==> src/rtl/led_sweep_anim_pkg.sv <==
// Shared types and helpers for the LED sweep animator: FSM states, mode codes
// and the index-to-LED position mapping.
package led_anim_pkg;

  typedef enum logic [1:0] {
    ST_IDLE  = 2'd0,
    ST_CLEAR = 2'd1,
    ST_HOLD  = 2'd2,
    ST_FILL  = 2'd3
  } state_t;

  localparam logic [1:0] MODE_WIPE  = 2'd0;
  localparam logic [1:0] MODE_DRAIN = 2'd1;
  localparam logic [1:0] MODE_FILL  = 2'd2;

  // dir=1 walks up from led[0]; dir=0 walks down from led[n-1].
  function automatic int unsigned led_pos(input int unsigned idx,
                                          input logic        dir,
                                          input int unsigned n);
    return dir ? idx : (n - 32'd1 - idx);
  endfunction

endpackage

==> src/rtl/led_sweep_anim_if.sv <==
// Control/status bundle between game logic and the LED sweep animator.
interface led_sweep_anim_if #(
  parameter int N_LEDS = 16
);
  logic              trigger;
  logic              dir;
  logic [1:0]        mode;
  logic              abort;
  logic [N_LEDS-1:0] led;
  logic              busy;
  logic              done;

  modport master (
    output trigger, dir, mode, abort,
    input  led, busy, done
  );

  modport slave (
    input  trigger, dir, mode, abort,
    output led, busy, done
  );
endinterface

==> src/rtl/led_sweep_anim_tick_gen.sv <==
// Clock-enable generator: one-cycle tick every DIV enabled cycles, with a
// synchronous clear that restarts the count from zero.
module tick_gen #(
  parameter int DIV = 4
) (
  input  logic i_clk,
  input  logic i_rst,
  input  logic i_clr,
  input  logic i_en,
  output logic o_tick
);
  localparam int            CW   = $clog2(DIV);
  localparam logic [CW-1:0] LAST = CW'(DIV - 1);

  logic [CW-1:0] r_cnt;

  assign o_tick = i_en & (r_cnt == LAST);

  always_ff @(posedge i_clk or posedge i_rst) begin
    if (i_rst) begin
      r_cnt <= '0;
    end else if (i_clr) begin
      r_cnt <= '0;
    end else if (i_en) begin
      r_cnt <= o_tick ? '0 : r_cnt + 1'b1;
    end
  end
endmodule

==> src/rtl/led_sweep_anim.sv <==
// LED bar sweep animator: WIPE / DRAIN / FILL sweeps, one LED per tick,
// with level abort back to an all-on idle bar.
module led_sweep_anim
  import led_anim_pkg::*;
#(
  parameter int N_LEDS     = 16,
  parameter int TICK_DIV   = 1_250_000,
  parameter int HOLD_TICKS = 8
) (
  input  logic           clk,
  input  logic           rst,
  led_sweep_anim_if.slave bus
);
  localparam int               IDX_W    = $clog2(N_LEDS);
  localparam int               HOLD_W   = (HOLD_TICKS > 1) ? $clog2(HOLD_TICKS) : 1;
  localparam logic [IDX_W-1:0] IDX_LAST = IDX_W'(N_LEDS - 1);

  state_t            r_state, w_state_nxt;
  logic [IDX_W-1:0]  r_idx, w_idx_nxt;
  logic [HOLD_W-1:0] r_hold, w_hold_nxt;
  logic [N_LEDS-1:0] r_led, w_led_nxt;
  logic              r_done, w_done_nxt;
  logic              r_dir, w_dir_nxt;
  logic [1:0]        r_mode, w_mode_nxt;

  logic              w_busy;
  logic              w_accept;
  logic              w_tick;
  logic              w_tick_clr;
  logic              w_last;
  logic              w_hold_last;
  logic [IDX_W-1:0]  w_pos;

  assign w_busy      = (r_state != ST_IDLE);
  assign w_accept    = bus.trigger & ~bus.abort & ~w_busy;
  assign w_tick_clr  = w_accept | bus.abort;
  assign w_last      = (r_idx == IDX_LAST);
  // Written as hold+1 == HOLD_TICKS so HOLD_TICKS=0 never yields a negative bound.
  assign w_hold_last = ((32'(r_hold) + 32'd1) == 32'(HOLD_TICKS));
  assign w_pos       = IDX_W'(led_pos(32'(r_idx), r_dir, 32'(N_LEDS)));

  tick_gen #(
    .DIV (TICK_DIV)
  ) u_tick_gen (
    .i_clk  (clk),
    .i_rst  (rst),
    .i_clr  (w_tick_clr),
    .i_en   (w_busy),
    .o_tick (w_tick)
  );

  always_comb begin
    w_state_nxt = r_state;
    w_idx_nxt   = r_idx;
    w_hold_nxt  = r_hold;
    w_led_nxt   = r_led;
    w_done_nxt  = 1'b0;
    w_dir_nxt   = r_dir;
    w_mode_nxt  = r_mode;

    if (bus.abort) begin
      w_state_nxt = ST_IDLE;
      w_idx_nxt   = '0;
      w_hold_nxt  = '0;
      w_led_nxt   = '1;
    end else begin
      unique case (r_state)
        ST_IDLE: begin
          if (bus.trigger) begin
            w_dir_nxt   = bus.dir;
            w_mode_nxt  = bus.mode;
            w_idx_nxt   = '0;
            w_hold_nxt  = '0;
            w_state_nxt = (bus.mode == MODE_FILL) ? ST_FILL : ST_CLEAR;
          end
        end
        ST_CLEAR: begin
          if (w_tick) begin
            w_led_nxt[w_pos] = 1'b0;
            if (w_last) begin
              w_idx_nxt = '0;
              if (r_mode == MODE_DRAIN) begin
                w_state_nxt = ST_IDLE;
                w_done_nxt  = 1'b1;
              end else if (HOLD_TICKS == 0) begin
                w_state_nxt = ST_FILL;
              end else begin
                w_state_nxt = ST_HOLD;
              end
            end else begin
              w_idx_nxt = r_idx + 1'b1;
            end
          end
        end
        ST_HOLD: begin
          if (w_tick) begin
            if (w_hold_last) begin
              w_hold_nxt  = '0;
              w_state_nxt = ST_FILL;
            end else begin
              w_hold_nxt = r_hold + 1'b1;
            end
          end
        end
        ST_FILL: begin
          if (w_tick) begin
            w_led_nxt[w_pos] = 1'b1;
            if (w_last) begin
              w_idx_nxt   = '0;
              w_state_nxt = ST_IDLE;
              w_done_nxt  = 1'b1;
            end else begin
              w_idx_nxt = r_idx + 1'b1;
            end
          end
        end
        default: w_state_nxt = ST_IDLE;
      endcase
    end
  end

  always_ff @(posedge clk or posedge rst) begin
    if (rst) begin
      r_state <= ST_IDLE;
      r_idx   <= '0;
      r_hold  <= '0;
      r_led   <= '1;
      r_done  <= 1'b0;
      r_dir   <= 1'b0;
      r_mode  <= MODE_WIPE;
    end else begin
      r_state <= w_state_nxt;
      r_idx   <= w_idx_nxt;
      r_hold  <= w_hold_nxt;
      r_led   <= w_led_nxt;
      r_done  <= w_done_nxt;
      r_dir   <= w_dir_nxt;
      r_mode  <= w_mode_nxt;
    end
  end

  assign bus.led  = r_led;
  assign bus.busy = w_busy;
  assign bus.done = r_done;
endmodule

==> src/flat_wrapper.sv <==
// flat-port wrapper written by rule: the top's interface ports become plain ports
module led_sweep_anim_flat import led_anim_pkg::*;
#(
  parameter int N_LEDS     = 16,
  parameter int TICK_DIV   = 1_250_000,
  parameter int HOLD_TICKS = 8
)
  (clk, rst, bus_trigger, bus_dir, bus_mode, bus_abort, bus_led, bus_busy, bus_done);
  led_sweep_anim_if #(.N_LEDS(N_LEDS)) bus_i ();
  input  logic clk;
  input  logic rst;
  input wire logic [$bits(bus_i.trigger)-1:0] bus_trigger;
  input wire logic [$bits(bus_i.dir)-1:0] bus_dir;
  input wire logic [$bits(bus_i.mode)-1:0] bus_mode;
  input wire logic [$bits(bus_i.abort)-1:0] bus_abort;
  output wire logic [$bits(bus_i.led)-1:0] bus_led;
  output wire logic [$bits(bus_i.busy)-1:0] bus_busy;
  output wire logic [$bits(bus_i.done)-1:0] bus_done;
  assign bus_i.trigger = bus_trigger;
  assign bus_i.dir = bus_dir;
  assign bus_i.mode = bus_mode;
  assign bus_i.abort = bus_abort;
  assign bus_led = bus_i.led;
  assign bus_busy = bus_i.busy;
  assign bus_done = bus_i.done;
  led_sweep_anim #(.N_LEDS(N_LEDS), .TICK_DIV(TICK_DIV), .HOLD_TICKS(HOLD_TICKS)) u_core (.clk(clk), .rst(rst), .bus(bus_i));
endmodule
==> config.mk <==
export PLATFORM = sky130hd
export DESIGN_NAME = led_sweep_anim_flat
export DESIGN_NICKNAME = d
export VERILOG_FILES = /design/src/rtl/led_sweep_anim_pkg.sv /design/src/rtl/led_sweep_anim_if.sv /design/src/rtl/led_sweep_anim_tick_gen.sv /design/src/rtl/led_sweep_anim.sv /design/src/flat_wrapper.sv
export SDC_FILE = /design/constraint.sdc
export NUM_CORES = 1
export LEC_CHECK = 0
export CORE_ASPECT_RATIO = 1.1
export CORE_MARGIN = 2
export CORE_UTILIZATION = 45
export CTS_CLUSTER_DIAMETER = 150
export CTS_CLUSTER_SIZE = 12
export DETAILED_ROUTE_END_ITERATION = 12
export GPL_TIMING_DRIVEN = 0
export REMOVE_ABC_BUFFERS = 1
export SLEW_MARGIN = 20
export SYNTH_ARGS = -nofsm -noshare
export SYNTH_HDL_FRONTEND = slang
export SYNTH_SLANG_ARGS = --single-unit
==> constraint.sdc <==
create_clock -name clk -period 6.3 [get_ports clk]
set_input_delay 0.945 -clock clk [delete_from_list [all_inputs] [get_ports clk]]
set_output_delay 0.945 -clock clk [all_outputs]
set_load 0.05 [all_outputs]
==> flow_summary.json <==
{
  "core_um2": 6160,
  "clk_latency_ns": 0.30,
  "cts_buffer_depth": 2,
  "synthToLayoutAreaGrowth_pct": 14.9,
  "worst_pin_slew_ns": 1.01,
  "criticalPathCategory": "register to output pin",
  "synth_edf_count": 0,
  "synth-simple-area-share_pct": 28.5,
  "place_congestion": 0.806,
  "final_nets": 348,
  "slew_headroom_pct": 32.5,
  "synth_fa_ha_area_share_pct": 1.32,
  "postCtsHoldBufs": 0,
  "pwr_density_cell_nw_per_um2": 236,
  "max_stage_delay_ns": 0.82,
  "synthXorXnorAreaFrac_pct": 0.307,
  "final_cell_mix": "nand2_1, dfrtp_1, o21ai_0, clkdlybuf4s50_1, or3_1",
  "die_h_um": 87.5,
  "hp-start": "u_core.r_mode[0]$_DFFE_PP0P_",
  "synth_compound_area_share_pct": 19.1,
  "ir_drop_mv": 0.160,
  "final_util_pct": 53.2,
  "synth_top_family_by_area": "simple AND/OR/NAND/NOR gates",
  "portBuffers": 24,
  "power_leakage_nw": 1.23,
  "syn-cell-area_um2": 2850,
  "synth_seq_area_share_pct": 44.6,
  "setup_viol": 0,
  "layout_commonest_cell": "nand2_1",
  "drtPass1Iterations": 4,
  "setup_tns_ns": 0,
  "worstPathCellList": "nor2_1 -> inv_1 -> clkdlybuf4s50_1",
  "antenna_found_initial": 0,
  "track_usage_pct": 20.2,
  "yosys_warnings": 0,
  "cts_sinks": 50,
  "dp_hpwl_mm": 4.61,
  "rsz0062_at_grt": "no",
  "routed_wl_mm": 6.61,
  "grt_pass1_wl_mm": 11.3,
  "required_ns": 5.35,
  "startpoint": "u_core.r_state[0]$_DFFE_PP0P_",
  "n_antenna_cell": 0,
  "r2r-start": "u_core.u_tick_gen.r_cnt[18]$_DFFE_PP0P_",
  "final.min_clock_period_ns": 3.00,
  "synth_seq_cells": 50,
  "drtIter0Drc": 116,
  "clockRootBuffer": "clkbuf_8",
  "stdcell_area_um2": 3270,
  "routed_via_density": 5.89,
  "dieArea_um2": 6980,
  "slowest_stage": "clkdlybuf4s50_1",
  "wl_per_cell_um": 15.8,
  "postPlaceCellArea_um2": 3170,
  "synth_cell_types": 54,
  "numCtsBuffers": 5,
  "grt_remaining_overflow": 0,
  "synth_ff_type": "dfrtp_1",
  "die_x_um": 79.9,
  "dr_total_vias": 2470,
  "drv_slew": 0,
  "fin_skew_ns": 0.0120,
  "post_cts_buffers": 0,
  "layout-drive-gt1-share_pct": 12.7,
  "muxShareOfSynthArea_pct": 2.59,
  "hp-class": "register to register",
  "period_share_pct": 47.5,
  "antenna_left": 0,
  "hold_violations": 0,
  "row_count": 30,
  "clock.fmax_mhz": 334,
  "cp.arrival_ns": 2.05,
  "netlist_instances": 318,
  "start_util_pct": 46.3,
  "crit_path_end_kind": "output pin",
  "clkSlewWorstSetupHoldPaths_ns": 0.09,
  "cts_tree": "done",
  "drc": 0,
  "cap_violations": 0,
  "grt_pass1_vias": 2358,
  "num_io_pins": 25,
  "crit_fanout": 13,
  "cts_max_level": 2,
  "async_reset_ff_share_pct": 100,
  "grt_max_degree": 35,
  "avgSynthCellArea_um2": 8.96,
  "status": "finished clean",
  "startpoint_type": "register",
  "post_cts_resized": 0
}
-- area by class of cell --
class / count / area [um2]
timing repair buffer: 26 / 267
multi-input combinational: 242 / 1490
inverter: 13 / 48.8
clock buffer: 8 / 101
tap: 80 / 100
sequential: 50 / 1270
fill: 601 / 2880
-- layer usage --
| layer | vias to the layer above | part of all wire, % | GRT usage, % | routed length (um) |
|---|---|---|---|---|
| met5 | - | 0 | 0 | 0 |
| met4 | 0 | 1.0 | 4.93 | 68 |
| met3 | 5 | 2.2 | 3.42 | 148 |
| met2 | 30 | 52 | 36.2 | 3410 |
| met1 | 1205 | 45 | 25.4 | 2990 |
| li1 | 1230 | - | - | - |
-- state kept, by name, summed over array words and instances, names as in the netlist --
name,count
u_core.u_tick_gen.r_cnt,21
u_core.bus.led,16
u_core.r_idx,4
u_core.r_hold,3
u_core.r_mode,2
u_core.r_state,2
u_core.bus.done,1
u_core.r_dir,1
-- cell usage after synthesis, types with 5 or more instances --
library cell   n  area [um2]
a21oi_1       18        90.1
clkbuf_1      11        41.3
dfrtp_1       34         851
dfstp_2       16         420
inv_1         13        48.8
nand2_1       37         139
nand2b_1       7        43.8
nand3_1       13        65.1
nand4_1       10        62.6
nor2_1        18        67.6
nor3_1         5        25.0
nor4_1         8        50.1
o21ai_0       23         115
o22ai_1       16         100
or3_1         20         125
-- metrics by stage --
step                setup slack (ns)  total power, mW  cells  hold slack [ns]
global route                    3.22            0.819    419            0.523
global placement                2.00            0.567    409            0.483
detailed placement              3.46            0.572    411            0.491
CTS                             3.28            0.784    419            0.513
finish                          3.30            0.772    419            0.513
floorplan                       3.94            0.509    305            0.473
-- power breakdown --
part | internal, mW | switching [mW]
clock network | 0.103 | 0.107
logic | 0.0721 | 0.117
registers | 0.341 | 0.0327
-- critical path, delay by kind of cell, from the launching register on --
kind | cells | cell delay [ns]
buffers and inverters | 2 | 0.97
DFF | 1 | 0.60
and+or+nand+nor | 1 | 0.18
-- logic make-up (layout without fill, tap and decap cells) --
family                     count (synthesis)  after routing
AOI/OAI and AO/OA                         86             86
xor gates and xnor gates                   1              1
adders and majority gates                  3              3
buffers and inverters                     26             47
DFF                                       50             50
muxes                                      7              7
and+or+nand+nor                          145            145
-- path summary, 6_finish.rpt --
path	endpoint	depth (start not counted)	slack, ns
setup / recovery	bus_busy	3	3.30
hold / removal	u_core.r_mode[0]$_DFFE_PP0P_	1	0.51
setup reg to reg	u_core.bus.led[14]$_DFFE_PP1P_	5	3.71
hold reg to reg	u_core.r_mode[0]$_DFFE_PP0P_	1	0.51
max in group asynchronous	u_core.bus.led[12]$_DFFE_PP1P_	3	4.78
min in group asynchronous	u_core.u_tick_gen.r_cnt[6]$_DFFE_PP0P_	2	0.94
No activity file was read; power rests on OpenSTA's default activity.
